File: src/rtl/uart_recv_data_if.sv
`default_nettype none
// +----------------------------------------------------------------------------+
// | Module   : uart_recv_data_if                                               |
// | Purpose  : Receiver-side, APB read-path and status signals of the UART    |
// |            receive data FIFO, with master (driver) and slave (FIFO) views. |
// |            rx_irq exists only when UART_RX_IRQ_EN is defined.              |
// | Revision : 1.0  initial release                                            |
// +----------------------------------------------------------------------------+
interface uart_recv_data_if #(
  parameter int AW = 3
);
  logic          recv_done;
  logic [7:0]    recv_data;
  logic          apb_ren;
  logic [7:0]    apb_rdata;
  logic          ovr_clr;
  logic          rx_valid;
  logic [AW:0]   rx_count;
  logic          rx_full;
  logic          rx_overrun;
`ifdef UART_RX_IRQ_EN
  logic          rx_irq;
`endif

  // Receiver and APB side: drives events, observes data and status
  modport master (
    output recv_done, recv_data, apb_ren, ovr_clr,
    input  apb_rdata, rx_valid, rx_count, rx_full, rx_overrun
`ifdef UART_RX_IRQ_EN
    , input rx_irq
`endif
  );

  // FIFO side
  modport slave (
    input  recv_done, recv_data, apb_ren, ovr_clr,
    output apb_rdata, rx_valid, rx_count, rx_full, rx_overrun
`ifdef UART_RX_IRQ_EN
    , output rx_irq
`endif
  );
endinterface
`default_nettype wire

File: src/rtl/uart_recv_data.sv
`default_nettype none
// +----------------------------------------------------------------------------+
// | Module   : uart_recv_data                                                  |
// | Purpose  : Captures each completed UART byte into a small FIFO; APB read   |
// |            strobes pop the head. Provides valid/count/full/overrun status. |
// |            Optional feature macro: UART_RX_IRQ_EN (registered rx_irq).     |
// | Revision : 1.0  initial release                                            |
// +----------------------------------------------------------------------------+
module uart_recv_data #(
  parameter int DEPTH     = 8,
  parameter int AW        = 3,
  parameter int IRQ_LEVEL = 1
) (
  input  wire               sys_clk,
  input  wire               sys_rst,
  uart_recv_data_if.slave   bus
);

  localparam logic [AW:0]   FULL_LVL = DEPTH[AW:0];
  localparam logic [AW:0]   CNT_ONE  = {{AW{1'b0}}, 1'b1};
  localparam logic [AW-1:0] PTR_ONE  = {{(AW-1){1'b0}}, 1'b1};

  // Parameter sanity: DEPTH must equal 2**AW and IRQ_LEVEL must be 1..DEPTH
  if (((1 << AW) != DEPTH) || (IRQ_LEVEL < 1) || (IRQ_LEVEL > DEPTH)) begin : g_param_check
    $error("uart_recv_data: inconsistent DEPTH/AW/IRQ_LEVEL");
  end

  logic              recv_d0, recv_d1;
  logic              ren_d0, ren_d1;
  logic [7:0]        recv_data_d0;
  logic [7:0]        mem [DEPTH];
  logic [AW-1:0]     wr_ptr, rd_ptr;
  logic [AW:0]       count, count_nxt;
  logic              overrun, overrun_nxt;
  logic              recv_evt, rd_evt;
  logic              empty, full;
  logic              pop_ok, push_ok, drop;

  // Edge registers idle high so a level held across reset release is not an event
  always_ff @(posedge sys_clk) begin
    if (sys_rst) begin
      recv_d0      <= 1'b1;
      recv_d1      <= 1'b1;
      ren_d0       <= 1'b1;
      ren_d1       <= 1'b1;
      recv_data_d0 <= 8'h00;
    end else begin
      recv_d0      <= bus.recv_done;
      recv_d1      <= recv_d0;
      ren_d0       <= bus.apb_ren;
      ren_d1       <= ren_d0;
      recv_data_d0 <= bus.recv_data;
    end
  end

  assign recv_evt = recv_d0 & ~recv_d1;
  assign rd_evt   = ren_d0 & ~ren_d1;
  assign empty    = (count == '0);
  assign full     = (count == FULL_LVL);
  // A pop at full frees the slot the simultaneous push then takes
  assign pop_ok   = rd_evt & ~empty;
  assign push_ok  = recv_evt & (~full | pop_ok);
  assign drop     = recv_evt & full & ~pop_ok;

  // Next occupancy and overrun (a drop beats a same-cycle clear)
  always_comb begin
    count_nxt = count;
    if (push_ok && !pop_ok) begin
      count_nxt = count + CNT_ONE;
    end else if (pop_ok && !push_ok) begin
      count_nxt = count - CNT_ONE;
    end
    overrun_nxt = drop | (overrun & ~bus.ovr_clr);
  end

  // Pointer, count and flag state
  always_ff @(posedge sys_clk) begin
    if (sys_rst) begin
      wr_ptr  <= '0;
      rd_ptr  <= '0;
      count   <= '0;
      overrun <= 1'b0;
    end else begin
      if (push_ok) begin
        wr_ptr <= wr_ptr + PTR_ONE;
      end
      if (pop_ok) begin
        rd_ptr <= rd_ptr + PTR_ONE;
      end
      count   <= count_nxt;
      overrun <= overrun_nxt;
    end
  end

  // FIFO storage, deliberately not reset
  always_ff @(posedge sys_clk) begin
    if (push_ok) begin
      mem[wr_ptr] <= recv_data_d0;
    end
  end

  assign bus.apb_rdata  = empty ? 8'h00 : mem[rd_ptr];
  assign bus.rx_valid   = ~empty;
  assign bus.rx_count   = count;
  assign bus.rx_full    = full;
  assign bus.rx_overrun = overrun;

`ifdef UART_RX_IRQ_EN
  localparam logic [AW:0] IRQ_LVL = IRQ_LEVEL[AW:0];
  logic irq;

  // Interrupt registered from next-state level and overrun
  always_ff @(posedge sys_clk) begin
    if (sys_rst) begin
      irq <= 1'b0;
    end else begin
      irq <= (count_nxt >= IRQ_LVL) | overrun_nxt;
    end
  end

  assign bus.rx_irq = irq;
`endif

endmodule
`default_nettype wire

File: src/flat_wrapper.sv
// flat-port wrapper written by rule: the top's interface ports become plain ports
module uart_recv_data_flat 
#(
  parameter int DEPTH     = 8,
  parameter int AW        = 3,
  parameter int IRQ_LEVEL = 1
)
  (sys_clk, sys_rst, bus_recv_done, bus_recv_data, bus_apb_ren, bus_ovr_clr, bus_apb_rdata, bus_rx_valid, bus_rx_count, bus_rx_full, bus_rx_overrun);
  uart_recv_data_if #(.AW(AW)) bus_i ();
  input  wire sys_clk;
  input  wire sys_rst;
  input wire logic [$bits(bus_i.recv_done)-1:0] bus_recv_done;
  input wire logic [$bits(bus_i.recv_data)-1:0] bus_recv_data;
  input wire logic [$bits(bus_i.apb_ren)-1:0] bus_apb_ren;
  input wire logic [$bits(bus_i.ovr_clr)-1:0] bus_ovr_clr;
  output wire logic [$bits(bus_i.apb_rdata)-1:0] bus_apb_rdata;
  output wire logic [$bits(bus_i.rx_valid)-1:0] bus_rx_valid;
  output wire logic [$bits(bus_i.rx_count)-1:0] bus_rx_count;
  output wire logic [$bits(bus_i.rx_full)-1:0] bus_rx_full;
  output wire logic [$bits(bus_i.rx_overrun)-1:0] bus_rx_overrun;
  assign bus_i.recv_done = bus_recv_done;
  assign bus_i.recv_data = bus_recv_data;
  assign bus_i.apb_ren = bus_apb_ren;
  assign bus_i.ovr_clr = bus_ovr_clr;
  assign bus_apb_rdata = bus_i.apb_rdata;
  assign bus_rx_valid = bus_i.rx_valid;
  assign bus_rx_count = bus_i.rx_count;
  assign bus_rx_full = bus_i.rx_full;
  assign bus_rx_overrun = bus_i.rx_overrun;
  uart_recv_data #(.DEPTH(DEPTH), .AW(AW), .IRQ_LEVEL(IRQ_LEVEL)) u_core (.sys_clk(sys_clk), .sys_rst(sys_rst), .bus(bus_i));
endmodule
File: config.mk
export PLATFORM = sky130hd
export DESIGN_NAME = uart_recv_data_flat
export DESIGN_NICKNAME = d
export VERILOG_FILES = /design/src/rtl/uart_recv_data_if.sv /design/src/rtl/uart_recv_data.sv /design/src/flat_wrapper.sv
export SDC_FILE = /design/constraint.sdc
export NUM_CORES = 1
export LEC_CHECK = 0
export BUFFER_PORTS_ARGS = -buffer_cell sky130_fd_sc_hd__buf_2
export CAP_MARGIN = 10
export CELL_PAD_IN_SITES_DETAIL_PLACEMENT = 0
export CELL_PAD_IN_SITES_GLOBAL_PLACEMENT = 1
export CORE_MARGIN = 4
export CORE_UTILIZATION = 56
export CTS_BUF_LIST = sky130_fd_sc_hd__clkbuf_8
export CTS_CLUSTER_DIAMETER = 40
export DETAILED_ROUTE_END_ITERATION = 7
export PLACE_DENSITY = 0.88
export SKIP_LAST_GASP = 1
export SLEW_MARGIN = 20
export SYNTH_ARGS = -nofsm -noshare
export SYNTH_HDL_FRONTEND = slang
export SYNTH_SLANG_ARGS = --single-unit
File: constraint.sdc
create_clock -name sys_clk -period 3.7 [get_ports sys_clk]
set_input_delay 0.555 -clock sys_clk [delete_from_list [all_inputs] [get_ports sys_clk]]
set_output_delay 0.555 -clock sys_clk [all_outputs]
set_load 0.005 [all_outputs]
# After elaboration in Yosys (flattened, before gate mapping)
# Memories as Yosys holds them, arrays and structs flattened. A register that Yosys moved wholly into a read port is not among the register bits.
# Index checks and enable logic that the tools add are counted.
# totals
register_bits	23
ramBits	64
in_bits	13
output_inout_bits	15
wordCells	43
mem_count	1
# mem_list
name	depth	word_bits	read_ports	rd_ports_with_merged_regs	wr	line	source
u_core.mem	8	8	1	1	1	uart_recv_data.sv:31	logic [7:0] mem [DEPTH];
# classes
addsub	4
n_eq_ne	1
muxes	7
bitwise	15
n_reduce_logical	6
# op_table
op	count
two-way mux 4 bit	2
two-way mux 8 bit	1
AND 1 bit	7
adder 3 x 1 -> 3 bit (second input constant)	2
two-way mux 3 bit	2
inverter 1 bit	6
adder 4 x 1 -> 4 bit (second input constant)	1
equality test 4 bit (second input constant)	1
logical NOT 4 bit	1
subtractor 4 x 1 -> 4 bit (second input constant)	1
logical AND 1 bit	2
logical NOT 1 bit	2
two-way mux 1 bit	2
OR 1 bit	2
nonzero test 2 bit	1

# Logic depth before layout (Yosys ltp)
# Gate-level depths: netlist of run 1.
# depth
ltp_word	9
depth_mapped	10
mapped_depth_nobuf	10

# Worst setup path before layout of run 1
# OpenSTA, ideal clock, no wires.
# synth_timing
path_type	reg-to-reg
from	reg u_core.count[0], in the netlist u_core.bus.rx_count[0]
to	reg u_core.count[3], in the netlist u_core.bus.rx_count[3]
setup_time_ns	0.121
t_arrival_ns	2.276
required_ns	3.579
slack_ns	1.303
path_stages_with_launch	10
path_buffers	0
synth_period_minus_slack_ns	2.397
path_cell_list	dfxtp_1 nor4b_4 a21oi_2 ha_1 inv_1 ha_1 a21oi_1 a211oi_1 a31oi_1 mux2_2
# synth_via
word_cells_on_any_way	16
cone_classes	add/sub: 2; eq/ne: 1; mux: 2; bitwise: 5; reduce/logical: 6
# synth_rtl
item	line	source
from (decl)	uart_recv_data.sv:33	logic [AW:0] count, count_nxt;
from (signal assigned)	uart_recv_data.sv:90	count <= count_nxt;
equality test 4 bit (*)	uart_recv_data.sv:59	assign full = (count == FULL_LVL);
named net bus_rx_full	flat_wrapper.sv:19	output wire logic [$bits(bus_i.rx_full)-1:0] bus_rx_full;
inverter 1 bit (*)	uart_recv_data.sv:62	assign push_ok = recv_evt & (~full | pop_ok);
OR 1 bit (*)	uart_recv_data.sv:62	
AND 1 bit (*)	uart_recv_data.sv:62	
named net u_core.push_ok	uart_recv_data.sv:37	logic pop_ok, push_ok, drop;
logical NOT 1 bit	uart_recv_data.sv:70	end else if (pop_ok && !push_ok) begin
logical AND 1 bit	uart_recv_data.sv:70	
nonzero test 2 bit (no source line)	-	
# Mark *: on every way through the listed nets, which the timed path passes. The rest lies on a longest branch. The select of a mux whose other input is x is not followed.
# A chain may end at the register's enable or synchronous reset.

# Worst setup path after layout of run 1
# layout_timing
from	reg u_core.count[0], in the netlist u_core.bus.rx_count[0]
to	reg u_core.count[3], in the netlist u_core.bus.rx_count[3]
# layout_via
elab_chain_cells	8
word_cells_on_any_way	16
cone_classes	add/sub: 2; eq/ne: 1; mux: 2; bitwise: 5; reduce/logical: 6
# layout_lines
item	line	source
logical NOT 4 bit	uart_recv_data.sv:58	assign empty = (count == '0);
inverter 1 bit	uart_recv_data.sv:61	assign pop_ok = rd_evt & ~empty;
AND 1 bit	uart_recv_data.sv:61	
OR 1 bit	uart_recv_data.sv:62	
AND 1 bit	uart_recv_data.sv:62	
logical NOT 1 bit	uart_recv_data.sv:70	
logical AND 1 bit	uart_recv_data.sv:70	
nonzero test 2 bit (no source line)	-	
# Parallel ways exist; a longest one is shown, timed or not. The select of a mux whose other input is x is not followed.

==> results of run 1 <==
[cells by family after synthesis]
family	Yosys count	share of synthesized area
flops	90	0.6937
compound gates	9	0.01670
xor+xnor	6	0.01493
fa+ha+maj	6	0.02345
buf+inv	15	0.02487
mux	27	0.1404
simple gates	58	0.08600
[Yosys cell counts (all sizes together)]
cell type	number	area share
xnor2	5	0.012
inv	5	0.0053
nand3	2	0.0028
nor2	27	0.029
dfxtp	26	0.15
a31oi	1	0.0018
nor4	3	0.0071
mux4	16	0.11
clkbuf	4	0.0043
nor2b	10	0.018
a21oi	4	0.0068
a211oi	2	0.0043
nor3	2	0.0028
nor3b	1	0.0021
nor4b	1	0.0068
buf	6	0.015
ha	5	0.018
fa	1	0.0057
nand2b	3	0.0053
edfxtp	64	0.55
xor2	1	0.0025
nand2	5	0.0053
mux2	1	0.0032
o21ai	1	0.0014
a32oi	1	0.0025
or2	4	0.0071
mux2i	10	0.028
[per-stage QoR]
step / setup slack, ps / utilization / total power [mW] / std cells / hold WS (ps)
after floorplan: 1303 / - / 1.219 / 211 / 418.2
after global placement: 1150 / 0.6184 / 1.269 / 309 / 426.5
after detailed placement: 1079 / 0.6184 / 1.272 / 309 / 431.2
after CTS: 1062 / 0.6507 / 1.908 / 325 / 376.2
after global routing: 825.1 / 0.6507 / 1.974 / 325 / 372.8
final: 1082 / 0.6507 / 1.891 / 325 / 386.2
[layout make-up]
type	count	area [µm²]
Clock buffer	10	137.6
Clock inverter	6	57.56
Fill cell	426	2105
Inverter	5	18.77
Multi-Input combinational cell	106	991.0
Sequential cell	90	2442
Tap cell	75	93.84
Timing Repair Buffer	33	180.2
[registers in the layout, indices dropped and copies added (netlist names), named ones only]
name and count:
u_core.wr_ptr 3, u_core.recv_d0 1, u_core.bus.rx_overrun 1, u_core.rd_ptr 3, u_core.ren_d0 1, u_core.ren_d1 1, u_core.recv_data_d0 8, u_core.bus.rx_count 4
u_core.recv_d1 1, u_core.mem 64
[path summary, 6_finish.rpt]
check                                                         start  depth (start not counted)                             endpoint
worst max-delay path            u_core.bus.rx_count[0]$_SDFFE_PP0P_                         11  u_core.bus.rx_count[3]$_SDFFE_PP0P_
worst min-delay path                                  bus_recv_done                          2            u_core.recv_d0$_SDFF_PP1_
worst max register to register  u_core.bus.rx_count[0]$_SDFFE_PP0P_                         11  u_core.bus.rx_count[3]$_SDFFE_PP0P_
worst min register to register             u_core.ren_d0$_SDFF_PP1_                          1             u_core.ren_d1$_SDFF_PP1_
[critical path, delay by kind of cell (launching register included)]
family	cells	cell delay, ps
flip-flops	1	530
adder cells (fa/ha/maj)	2	480
AO/OA/AOI/OAI	3	470
buffers and inverters	3	390
multiplexers	1	340
AND/OR/NAND/NOR	2	300
[power by group]
part | internal [mW] | switching, mW | total [mW]
Sequential | 1.09 | 0.0218 | 1.11
Clock | 0.326 | 0.320 | 0.646
Combinational | 0.0655 | 0.0647 | 0.130
Total | 1.48 | 0.407 | 1.89
[layer usage]
layer  wire [µm]  vias to the layer above  GRT usage  part of all wire
met4          84                        0    0.06695             0.014
li1            -                      857          -                 -
met1        2502                      882     0.2149              0.43
met5           0                        -          0                 0
met2        2910                       42     0.2836              0.50
met3         306                        8    0.03974             0.053
==> impl.org, run 1 <==
** Global routing
- Entering global routing, the biggest net connects 26 pins.
- The number of global-route vias before repair came to 1,769.
- For this run, the total global-route usage over all layers was measured as 0.1700.
- Overall overflow remaining after global route :: 0
- Number of antenna violations at the first check in global routing :: 0
- The first global-routing pass estimated slightly above 9000 µm of wire.

** STA
- Minimum clock period :: ~2600 ps
- The count of endpoints failing hold in the final timing report was 0.
- Dividing the final minimum period by the clock period gives 0.7077.
- Final Slew Violations :: 0
- Setup repair after global routing missed its margin :: false
- Number of setup violations in the final report :: 0
- Max transition margin :: 0.3668
- Post-Route Setup TNS :: 0 ps
- Actual transition at the worst max-transition pin :: 946.4 ps
- Achievable Freq :: 0.3819 GHz
- Across the routed clock network, the largest skew measured is 7.633 ps.

** Die
- The initial utilization of the core area, before any placement, comes to 0.5843.
- Die ar. :: 7620 µm²
- The initialized floorplan defines 28 standard-cell rows.
- From bottom edge to top edge, the die measures 87.29 µm.
- Width of the chip :: between 80 and 90 µm
- Area of the core :: about 6000 µm²
- Total I/O pin count :: 28

** Route
- Via count :: between 1,500 and 2,000
- Using the TritonRoute via totals, the vias-per-cell ratio works out to around 5.5.
- Summed over all layers, the routed wires come to about 5800 µm.
- Detailed router's first-iteration violation count :: around 140
- Average wire length per cell after detail routing :: about 18 µm
- Iteration count of the initial detailed-routing pass :: 4
- Total DRC errors in the routed layout :: 0
- Number of nets still failing antenna checks after routing :: 0

** Cells and area
- Layout overhead on the synthesized area :: 11.37%
- Fraction of final layout cells sized beyond drive strength 1 :: 0.2640
- The library cells used most frequently in the layout, excluding fill and tap cells, are sky130_fd_sc_hd__edfxtp_1 (64), sky130_fd_sc_hd__nor2_1 (27), sky130_fd_sc_hd__buf_2 (27), sky130_fd_sc_hd__dfxtp_1 (26).
- The library cell used most frequently in the layout, excluding fill and tap cells, is sky130_fd_sc_hd__edfxtp_1.
- Total number of nets in the final design :: 264
- The number of antenna diodes in the final layout is 0.
- Post-Layout Inst Area :: roughly 4000 µm²

** Power and ir drop
- VDD IR max :: 0.2609 mV
- Dividing total power by cell area gives a power density of 482.2 nW/µm².
- Summed over all cells, the static leakage comes to between 1 and 1.5 nW.

** Clock tree
- After clock tree synthesis, the flow added hold-fix buffers numbering 0.
- Post-cts sizing count :: 0
- Clk slew on worst S/H paths :: ~80 ps
- Number of buffers on the longest clock path :: 2
- Clock Sink Count :: 90
- In this run the clock root is driven by a sky130_fd_sc_hd__clkbuf_8.
- CTS H-tree lvls :: 3
- Total clock buffers created by CTS :: 9
- CTS tree :: built
- For the worst-skew pair, the clock arrives at the later sink with an insertion delay of between 300 and 400 ps.
- After clock tree synthesis, the setup repair step added 0 buffers.

** Worst setup path
- Kind of capture point of the worst setup path :: register
- For flop-to-flop paths, the worst setup slack is approximately 1100 ps.
- Largest stage delay, worst path :: between 500 and 600 ps
- For the worst setup path, the data required time is around 3900 ps.
- Cell type of the slowest stage on the worst timing path :: sky130_fd_sc_hd__dfxtp_1
- Walking the worst path, the cells encountered are nor4_2 -> buf_4 -> nor2_1 -> inv_1 -> ha_1 -> inv_1 -> ha_1 -> a21oi_1 -> a211oi_1 -> a31oi_1 -> mux2_2.
- The worst setup path is launched from a register.
- Arrival @ worst endpoint :: roughly 2900 ps
- By startpoint and endpoint, the worst setup path is classified as register to register.
- Peak fanout along the critical path :: 12

** Hold path
- The worst hold path belongs to the class input pin to register.

** Synthesis
- Of the synthesized area, sequential elements account for 0.6937.
- Combined area of all synthesized cells :: between 3000 and 4000 µm²
- Number of warnings reported in the yosys synthesis log :: 0
- Counting every net in the synthesized netlist gives 230.
- Yosys mapped the design onto 33 distinct sky130hd cell types.
- Post-synthesis instance total :: 211
- A synthesized cell averages 16.69 µm².
- Flops & latches, synth :: 90

** Run status
- Outcome :: complete, no violations

** Placed design
- After legalization and detailed placement, the total HPWL measured 3701 µm.
- Count of input and output buffers :: 27
- At the end of routability-driven placement, the weighted congestion stood at between 0.7 and 0.8.
- The placed instances occupy a cell area of around 3700 µm².

** Job
- Max-cap violations in this run came to 0.
No activity file was read; power rests on OpenSTA's default activity.
==> run 2, diff against run 1 <==
--- a/config.mk
+++ b/config.mk
@@ -5,16 +5,17 @@
 export SDC_FILE = /design/constraint.sdc
 export NUM_CORES = 1
 export LEC_CHECK = 0
+export ABC_AREA = 1
 export BUFFER_PORTS_ARGS = -buffer_cell sky130_fd_sc_hd__buf_2
 export CAP_MARGIN = 10
 export CELL_PAD_IN_SITES_DETAIL_PLACEMENT = 0
 export CELL_PAD_IN_SITES_GLOBAL_PLACEMENT = 1
 export CORE_MARGIN = 4
-export CORE_UTILIZATION = 56
+export CORE_UTILIZATION = 44
 export CTS_BUF_LIST = sky130_fd_sc_hd__clkbuf_8
 export CTS_CLUSTER_DIAMETER = 40
 export DETAILED_ROUTE_END_ITERATION = 7
-export PLACE_DENSITY = 0.88
+export PLACE_DENSITY = 0.8
 export SKIP_LAST_GASP = 1
 export SLEW_MARGIN = 20
 export SYNTH_ARGS = -nofsm -noshare
==> constraint.sdc (replaced) <==
create_clock -name sys_clk -period 2.17 [get_ports sys_clk]
set_input_delay 0.3255 -clock sys_clk [delete_from_list [all_inputs] [get_ports sys_clk]]
set_output_delay 0.3255 -clock sys_clk [all_outputs]
set_load 0.005 [all_outputs]
==> run 2 against run 1 <==
Against the previous run:
- first-iteration DRC count decreased by 27%
- sequential share of layout area decreased by 4.1 points
- die area increased by 30%
- count of clock-buffer cells in the layout decreased by 1
- worst hold slack got worse by 230 ps
- global-route usage decreased by 1.3 points
- setup slack got worse by 880 ps
- synthesized cell count increased by 75%
- register-to-register slack got worse by 880 ps
- routed wire length increased by 23%
- clock skew increased by 1.5 ps
- sequential power increased by 70%
- critical endpoint is now bus_apb_rdata[3]
- highest routed layer unchanged
==> impl.org, run 2 <==
** STA
- Setup repair after global routing missed its margin: false (unchanged).
- The number of setup violations in the final report is 0 (unchanged).
- The worst path needs 1968 ps of the cycle, external delays included.
- The count of endpoints failing hold in the final timing report was 0 (unchanged).
- In the finished design, the share of the clock period the worst path needs comes to 0.9069.
- Actual transition at the worst max-transition pin :: 345.6 ps (was 946.4 ps)
- The summed negative setup slack over all endpoints is 0 ps (unchanged).
- The final clock skew was 9.167 ps (was 7.633 ps).
- The normalized max-slew margin is 0.7696 (was 0.3668).
- Achievable Freq :: around 0.51 GHz
- Final Slew Violations :: 0 (unchanged)

** Synthesis
- The most instantiated library cell after synthesis is sky130_fd_sc_hd__nand2_1 (was sky130_fd_sc_hd__edfxtp_1).
- The mean cell area of the mapped netlist is 9.983 µm² (was 16.69 µm²).
- The number of register bits inferred by synthesis came to 90 (unchanged).
- The cell accounting for the most synthesized area is sky130_fd_sc_hd__edfxtp_1 (unchanged).
- Net count of the mapped netlist :: 389 (was 230)
- Share of synthesized area occupied by flip-flops and latches :: 0.6612 (was 0.6937)
- Share of flip-flops with an asynchronous set or reset after synthesis :: 0 (unchanged)
- The fraction of synthesized cell area taken by the top area cell type came to 0.5203 (was 0.5458).
- Number of warnings reported in the yosys synthesis log :: 0 (unchanged)
- The number of synthesized flops with an enable pin is 64 (unchanged).
- The number of different library cells in the post-synthesis netlist came to 20 (was 33).
- Ranking of synthesized cells by area: sky130_fd_sc_hd__edfxtp_1 (52%), sky130_fd_sc_hd__dfxtp_1 (14%), sky130_fd_sc_hd__nand2_1 (8.1%), sky130_fd_sc_hd__nor2_1 (6.4%), sky130_fd_sc_hd__inv_1 (4.6%) (was sky130_fd_sc_hd__edfxtp_1 (55%), sky130_fd_sc_hd__dfxtp_1 (15%), sky130_fd_sc_hd__mux4_2 (6.4%), sky130_fd_sc_hd__mux4_1 (4.5%), sky130_fd_sc_hd__nor2_1 (2.9%)).
- Top cells by instance count after synthesis: sky130_fd_sc_hd__nand2_1 (80), sky130_fd_sc_hd__edfxtp_1 (64), sky130_fd_sc_hd__nor2_1 (63) (was sky130_fd_sc_hd__edfxtp_1 (64), sky130_fd_sc_hd__nor2_1 (27), sky130_fd_sc_hd__dfxtp_1 (26)).
- Post-synthesis instance total :: 370 (was 211)
- Prevailing post-synth register cell :: sky130_fd_sc_hd__edfxtp_1 (unchanged)
- Combined area of all synthesized cells :: 3694 µm² (was 3521 µm²)

** Die
- Total I/O pin count :: 28 (unchanged)
- The number of standard-cell rows in the floorplan is 33 (was 28).
- The width of the chip is 99.62 µm (was 87.29 µm).
- Starting density of the core :: 0.4518 (was 0.5843)
- The vertical die dimension was 99.62 µm (was 87.29 µm).
- The standard cell core area was 8175 µm² (was 6026 µm²).
- The overall die area was 9924 µm² (was 7620 µm²).

** Power and ir drop
- Cell leakage power :: 1.771 nW (was 1.377 nW)
- Power density of the placed cells :: 765.5 nW/µm² (was 482.2 nW/µm²)
- Post-layout power :: 3.214 mW (was 1.891 mW)
- The worst supply voltage drop on vdd was 0.6075 mV (was 0.2609 mV).

** Global routing
- The global-route usage over all layers came to 0.1567 (was 0.1700).
- Wire length of the first global-routing pass :: 11,790 µm (was 9232 µm)
- Pin count of the biggest net entering global routing :: 33 (was 26)
- Number of antenna violations at the first check in global routing :: 0 (unchanged)
- The final global-route overflow total came to 0 (unchanged).
- The number of global-route vias before repair was 2,377 (was 1,769).

** Placed design
- The number of cells after detailed placement was 504 (was 309).
- Instance area at placement :: 3995 µm² (was 3726 µm²)
- The HPWL reported at the end of detailed placement is 4675 µm (was 3701 µm).
- The final weighted congestion in routability-driven placement is 0.8156 (was 0.7102).
- The count of input and output buffers came to 27 (unchanged).

** Cells and area
- Top reg by flops :: u_core.mem (unchanged)
- Leading cell types in the layout, fill and taps excluded: sky130_fd_sc_hd__nand2_1 (80), sky130_fd_sc_hd__edfxtp_1 (64), sky130_fd_sc_hd__nor2_1 (63), sky130_fd_sc_hd__inv_1 (43) (was sky130_fd_sc_hd__edfxtp_1 (64), sky130_fd_sc_hd__nor2_1 (27), sky130_fd_sc_hd__buf_2 (27), sky130_fd_sc_hd__dfxtp_1 (26)).
- Max reg flops :: 64 (unchanged)
- Total number of nets in the final design :: 429 (was 264)
- Number of standard cells in the layout, taps in and fillers out :: 520 (was 325)
- The commonest non-fill, non-tap cell in the layout was sky130_fd_sc_hd__nand2_1 (was sky130_fd_sc_hd__edfxtp_1).
- The layout filler cell count was 784 (was 426).
- The number of antenna diodes came to 0 (unchanged).
- The final design instance area without fill was 4199 µm² (was 3921 µm²).
- The area of the multi-input gates came to 1020 µm² (was 991.0 µm²).
- Final core utilization :: 0.5136 (was 0.6507)
- Area taken by flip-flops and latches :: 2445 µm² (was 2442 µm²)
- The fraction of final layout cells with drive strength greater than 1 was 0.1590 (was 0.2640).
- Layout overhead on the synthesized area :: 13.69% (was 11.37%)

** Worst setup path
- Peak fanout along the critical path :: 32 (was 12)
- Start-to-end type of the worst setup path :: register to output port (was register to register)
- Required time of the worst setup path :: 1840 ps (was 3940 ps)
- Kind of capture point of the worst setup path :: output port (was register)
- The critical path launch point type is a register (unchanged).
- The arrival time at the worst endpoint is 1640 ps (was 2850 ps).

** Clock tree
- Post-cts sizing count :: 0 (unchanged)
- The clock root buffer is sky130_fd_sc_hd__clkbuf_8 (unchanged).
- The post-CTS setup buffer count was 0 (unchanged).
- CTS tree :: built (unchanged)
- Worst-Skew Late Latency :: 350 ps (about the same)
- Number of buffers on the longest clock path :: 2 (unchanged)
- Total clock buffers created by CTS :: 9 (unchanged)
- Clock Sink Count :: 90 (unchanged)
- Number of hold buffers added after CTS :: 0 (unchanged)
- The maximum level of the CTS H-tree was 3 (unchanged).
- Clk slew on worst S/H paths :: 80 ps (about the same)

** Route
- The count of routing violations after the opening detailed-route iteration came to 105 (was 144).
- Via density per instance :: 4.733 (was 5.505)
- Via count :: 2,461 (was 1,789)
- Number of nets still failing antenna checks after routing :: 0 (unchanged)
- Post-detailed-routing wire length :: 7124 µm (was 5803 µm)
- Average wire length per cell after detail routing :: 13.70 µm (was 17.86 µm)
- Total DRC errors in the routed layout :: 0 (unchanged)
- Iteration count of the initial detailed-routing pass :: 4 (unchanged)

** Job
- The number of max-cap violations was 0 (unchanged).

** Run status
- Outcome: complete, no violations (unchanged).

** Hold path
- Path category of the worst min-delay check :: input pin to register (unchanged)
==> run 2: final timing paths <==
check | start | to | slack (ps) | cells after the start
hold reg to reg | u_core.recv_d0$_SDFF_PP1_ | u_core.recv_d1$_SDFF_PP1_ | 440 | 2
setup reg to reg | u_core.bus.rx_count[2]$_SDFFE_PP0P_ | u_core.bus.rx_count[3]$_SDFFE_PP0P_ | 200 | 15
hold / removal | bus_recv_done | u_core.recv_d0$_SDFF_PP1_ | 150 | 2
setup / recovery | register | bus_apb_rdata[3] | 200 | 6
==> run 2: through the flow <==
step	hold slack (ps)	setup slack (ps)
2_1_floorplan	394.6	251.3
3_3_place_gp	415.2	162.5
3_5_place_dp	425.5	96.62
4_1_cts	139.9	70.62
5_1_grt	142.0	9.191
6_report	152.2	202.0
==> run 2: logic make-up (layout without fill, tap and decap cells) <==
kind of cell             after synthesis  count (layout)  synth area share
buffers and inverters                 57             102           0.06368
AND/OR/NAND/NOR                      176             176            0.1951
AO/OA/AOI/OAI                         39              39           0.05284
flip-flops                            90              90            0.6612
adder cells (fa/ha/maj)                6               6           0.02236
XOR/XNOR                               2               2          0.004743
==> run 2: cell type report <==
class                      instances  share of cell area
clock inverter                     7             0.01609
inverter                          46             0.04261
multi-input combinational        223              0.2428
tap                              105             0.03129
clock buffer                       9             0.02950
sequential                        90              0.5822
timing repair buffer              40             0.05542
==> run 2: critical path, cell delays in order, from the launching register on <==
cell and delay (ps):
sky130_fd_sc_hd__dfxtp_1 380, sky130_fd_sc_hd__buf_4 330, sky130_fd_sc_hd__o21ai_0 140, sky130_fd_sc_hd__o21ai_0 170, sky130_fd_sc_hd__nor2_1 60, sky130_fd_sc_hd__nor2_1 100
sky130_fd_sc_hd__buf_2 120
==> run 2: routing by layer <==
layer	vias up	wire, µm	GRT usage
met5	-	0	0
met4	0	116	0.06828
met3	9	237	0.02945
met2	33	3449	0.2515
met1	1144	3320	0.2085
li1	1275	-	-
==> run 2: power breakdown <==
part	switching, mW	internal [mW]	leakage [nW]
combinational	0.142	0.0917	0.878
clock	0.560	0.528	0.0931
sequential	0.0293	1.86	0.799
==> run 3, diff against run 2 <==
--- a/config.mk
+++ b/config.mk
@@ -6,7 +6,7 @@
 export NUM_CORES = 1
 export LEC_CHECK = 0
 export ABC_AREA = 1
-export BUFFER_PORTS_ARGS = -buffer_cell sky130_fd_sc_hd__buf_2
+export BUFFER_PORTS_ARGS = -buffer_cell sky130_fd_sc_hd__buf_4
 export CAP_MARGIN = 10
 export CELL_PAD_IN_SITES_DETAIL_PLACEMENT = 0
 export CELL_PAD_IN_SITES_GLOBAL_PLACEMENT = 1
==> run 3 against run 2 <==
Against the previous run:
- routed wire length grew 1.2%
- critical path depth grew 5
- setup slack lost 96 ps
- flip-flop and latch count is the same
- clock skew grew 1.1 ps
- via count grew 1.1%
- clock power is essentially flat
- global-route usage is essentially flat
- count of clock-buffer cells in the layout is the same
- final cell count shrank 0.19%
- fmax shrank 4.6%
- sequential power is essentially flat
- critical endpoint is now u_core.bus.rx_count[1]$_SDFFE_PP0P_
==> impl.org, run 3 (synthesis gave the netlist of run 2 again) <==
** Clock tree
- Post-CTS setup repair buffer count :: 0 (unchanged)
- CTS tree :: built (unchanged)
- Number of hold buffers added after CTS :: 0 (unchanged)
- The number of instances resized during post-cts repair was 0 (unchanged).
- Total clock buffers created by CTS :: 9 (unchanged)
- Number of buffers on the longest clock path :: 2 (unchanged)
- Clock Tree Root :: sky130_fd_sc_hd__clkbuf_8 (unchanged)
- The insertion delay of the later-clocked pin in the worst-skew pair was 350 ps (about the same).
- Clk slew on worst S/H paths :: 80 ps (about the same)
- CTS H-tree lvls :: 3 (unchanged)
- Clock Sink Count :: 90 (unchanged)

** Global routing
- The wire length of the first global-routing pass was 11,770 µm (was 11,790 µm).
- The initial antenna violation count is 0 (unchanged).
- The global-route usage over all layers is 0.1567 (about the same).
- The final global-route overflow total came to 0 (unchanged).
- The number of global-route vias before repair is 2,422 (was 2,377).
- Pin count of the biggest net entering global routing :: 33 (unchanged)

** Worst setup path
- Endpoint of the worst setup timing path :: u_core.bus.rx_count[1]$_SDFFE_PP0P_ (was bus_apb_rdata[3])
- The start of the worst register-to-register path is u_core.bus.rx_count[2]$_SDFFE_PP0P_ (unchanged).
- The end of the worst register-to-register path is u_core.bus.rx_count[1]$_SDFFE_PP0P_ (was u_core.bus.rx_count[3]$_SDFFE_PP0P_).
- Arrival @ worst endpoint :: 2300 ps (was 1640 ps)
- The critical-path maximum fanout is 7 (was 32).
- The required time of the critical path was 2400 ps (was 1840 ps).
- The kind of critical path was register to register (was register to output port).
- The number of cells traversed by the worst register-to-register path is 11 (was 15).
- Crit path launch :: u_core.bus.rx_count[2]$_SDFFE_PP0P_
- Reg2reg setup slack :: 110 ps (was 200 ps)
- Kind of capture point of the worst setup path :: register (was output port)
- Startpoint type of the worst setup path :: register (unchanged)

** STA
- Setup repair after global routing missed its margin :: true (was false)
- Actual transition at the worst max-transition pin :: 330.4 ps (was 345.6 ps)
- The normalized max-slew margin was 0.7789 (was 0.7696).
- Setup WS post-layout :: 106.4 ps (was 202.0 ps)
- Achievable Freq :: 0.4846 GHz (was 0.5081 GHz)
- The count of endpoints failing hold in the final timing report is 0 (unchanged).
- The number of setup violations in the final report came to 0 (unchanged).
- The final cycle utilization of the critical path is 0.9510 (was 0.9069).
- The final clock skew was 10.23 ps (was 9.167 ps).
- Post-Route Setup TNS :: 0 ps (unchanged)
- The final worst hold slack came to 152.8 ps (was 152.2 ps).
- The max-slew violation total from the final report came to 0 (unchanged).
- Minimum clock period :: 2064 ps (was 1968 ps)

** Die
- The number of placed I/O pins is 28 (unchanged).
- Area of the core :: 8175 µm² (unchanged)
- The number of standard-cell rows in the floorplan is 33 (unchanged).
- The starting density of the core is 0.4518 (unchanged).
- Die ar. :: 9924 µm² (unchanged)
- The width of the chip is 99.62 µm (unchanged).
- The vertical die dimension was 99.62 µm (unchanged).

** Power and ir drop
- Power density of the placed cells :: 753.9 nW/µm² (was 765.5 nW/µm²)
- The leakage power of the design came to 1.787 nW (was 1.771 nW).
- Register share of total power :: 0.588 (was 0.589)
- Proportion of power drawn by the clock network :: 0.330 (was 0.338)
- The internal power consumption was 2.499 mW (was 2.482 mW).
- The post-route total power was 3.222 mW (was 3.214 mW).
- Power share of the combinational group :: 0.082 (was 0.073)
- The net load switching power came to 722.8 µW (was 732.1 µW).
- The switching power share of the total is 0.2243 (was 0.2278).
- The worst supply voltage drop on vdd is 0.4176 mV (was 0.6075 mV).

** Route
- The routed wire length was 7207 µm (was 7124 µm).
- Via count :: 2,489 (was 2,461)
- The via density per instance came to 4.796 (was 4.733).
- Number of nets still failing antenna checks after routing :: 0 (unchanged)
- Average wire length per cell after detail routing :: 13.89 µm (was 13.70 µm)
- Detailed router's first-iteration violation count :: 125 (was 105)
- The length of the first detailed-routing pass in iterations was 4 (unchanged).
- Total DRC errors in the routed layout :: 0 (unchanged)

** Job
- The number of max-cap violations came to 0 (unchanged).

** Hold path
- The class of the worst hold path was input pin to register (unchanged).

** Placed design
- The count of input and output buffers came to 27 (unchanged).
- The HPWL reported at the end of detailed placement was 4705 µm (was 4675 µm).
- Post-Place Setup Slack :: 94.07 ps (was 96.62 ps)
- The final weighted congestion in routability-driven placement came to 0.8240 (was 0.8156).

** Cells and area
- Leading cell types in the layout, fill and taps excluded :: sky130_fd_sc_hd__nand2_1 (80), sky130_fd_sc_hd__edfxtp_1 (64), sky130_fd_sc_hd__nor2_1 (63), sky130_fd_sc_hd__inv_1 (45), sky130_fd_sc_hd__buf_4 (39) (was sky130_fd_sc_hd__nand2_1 (80), sky130_fd_sc_hd__edfxtp_1 (64), sky130_fd_sc_hd__nor2_1 (63), sky130_fd_sc_hd__inv_1 (43))
- Most frequent standard cell in the layout excluding fill and tap cells :: sky130_fd_sc_hd__nand2_1 (unchanged)
- The area growth from synthesis to final layout was 15.72% (was 13.69%).
- Fraction of final layout cells sized beyond drive strength 1 :: 0.1546 (was 0.1590)
- The top register by number of flip-flops was u_core.mem (unchanged).
- Number of inserted filler cells in the final layout :: 743 (was 784)
- Number of diodes added for antenna fixing :: 0 (unchanged)
- The post-layout net count came to 429 (unchanged).
- Max reg flops :: 64 (unchanged)

** Run status
- Outcome :: complete, no violations (unchanged)
run 3: cell types whose count changed in the layout (fill, tap and decap cells not counted), sizes merged:
cell,before,now
clkinv,3,2
clkinvlp,3,2
inv,46,47
run 3: how the worst min path moves through the flow:
stage                                                   to  depth (start not counted)                      start
final                            u_core.recv_d0$_SDFF_PP1_                          2              bus_recv_done
after global routing             u_core.recv_d0$_SDFF_PP1_                          2              bus_recv_done
after CTS                        u_core.recv_d0$_SDFF_PP1_                          2              bus_recv_done
after detailed placement         u_core.recv_d1$_SDFF_PP1_                          2  u_core.recv_d0$_SDFF_PP1_
after global placement           u_core.recv_d1$_SDFF_PP1_                          2  u_core.recv_d0$_SDFF_PP1_
after floorplan           u_core.bus.rx_overrun$_SDFF_PP0_                          1                    sys_rst
run 3: area by class of cell:
class | count | area [µm²] | share of cell area
Sequential cell | 90 | 2445 | 0.5720
Multi-Input combinational cell | 223 | 1032 | 0.2415
Clock buffer | 9 | 123.9 | 0.02898
Inverter | 46 | 178.9 | 0.04186
Clock inverter | 6 | 58.81 | 0.01376
Timing Repair Buffer | 40 | 304.0 | 0.07114
Tap cell | 105 | 131.4 | 0.03074
run 3: through the flow:
stage	cells	instance area, µm²	utilization
floorplan	370	3694	-
global placement	504	4063	0.4969
detailed placement	504	4063	0.4969
CTS	519	4245	0.5193
global route	519	4274	0.5228
finish	519	4274	0.5228
run 3: power groups by stage:
stage / sequential, mW / combinational, mW / clock, mW
finish: 1.89 / 0.266 / 1.06
global route: 1.90 / 0.302 / 1.17
CTS: 1.89 / 0.263 / 1.09
detailed placement: 1.93 / 0.262 / 0
global placement: 1.93 / 0.260 / 0
floorplan: 1.92 / 0.150 / 0
run 3: per-layer routing:
metal | part of all wire | track usage | vias to the layer above
met1 | 0.45 | 0.2070 | 1147
met4 | 0.028 | 0.07983 | 0
li1 | - | - | 1277
met3 | 0.047 | 0.03366 | 16
met2 | 0.48 | 0.2443 | 49
met5 | 0 | 0 | -
run 3: worst max-delay path, cell delays in order (launching register included):
cell and delay [ps]:
sky130_fd_sc_hd__dfxtp_1 360, sky130_fd_sc_hd__inv_1 110, sky130_fd_sc_hd__nand2_1 110, sky130_fd_sc_hd__nor2_4 140
sky130_fd_sc_hd__nand2_2 100, sky130_fd_sc_hd__nand2_1 70, sky130_fd_sc_hd__inv_1 50, sky130_fd_sc_hd__ha_1 200
sky130_fd_sc_hd__inv_1 160, sky130_fd_sc_hd__fa_1 450, sky130_fd_sc_hd__o21ai_0 160, sky130_fd_sc_hd__a21oi_1 60
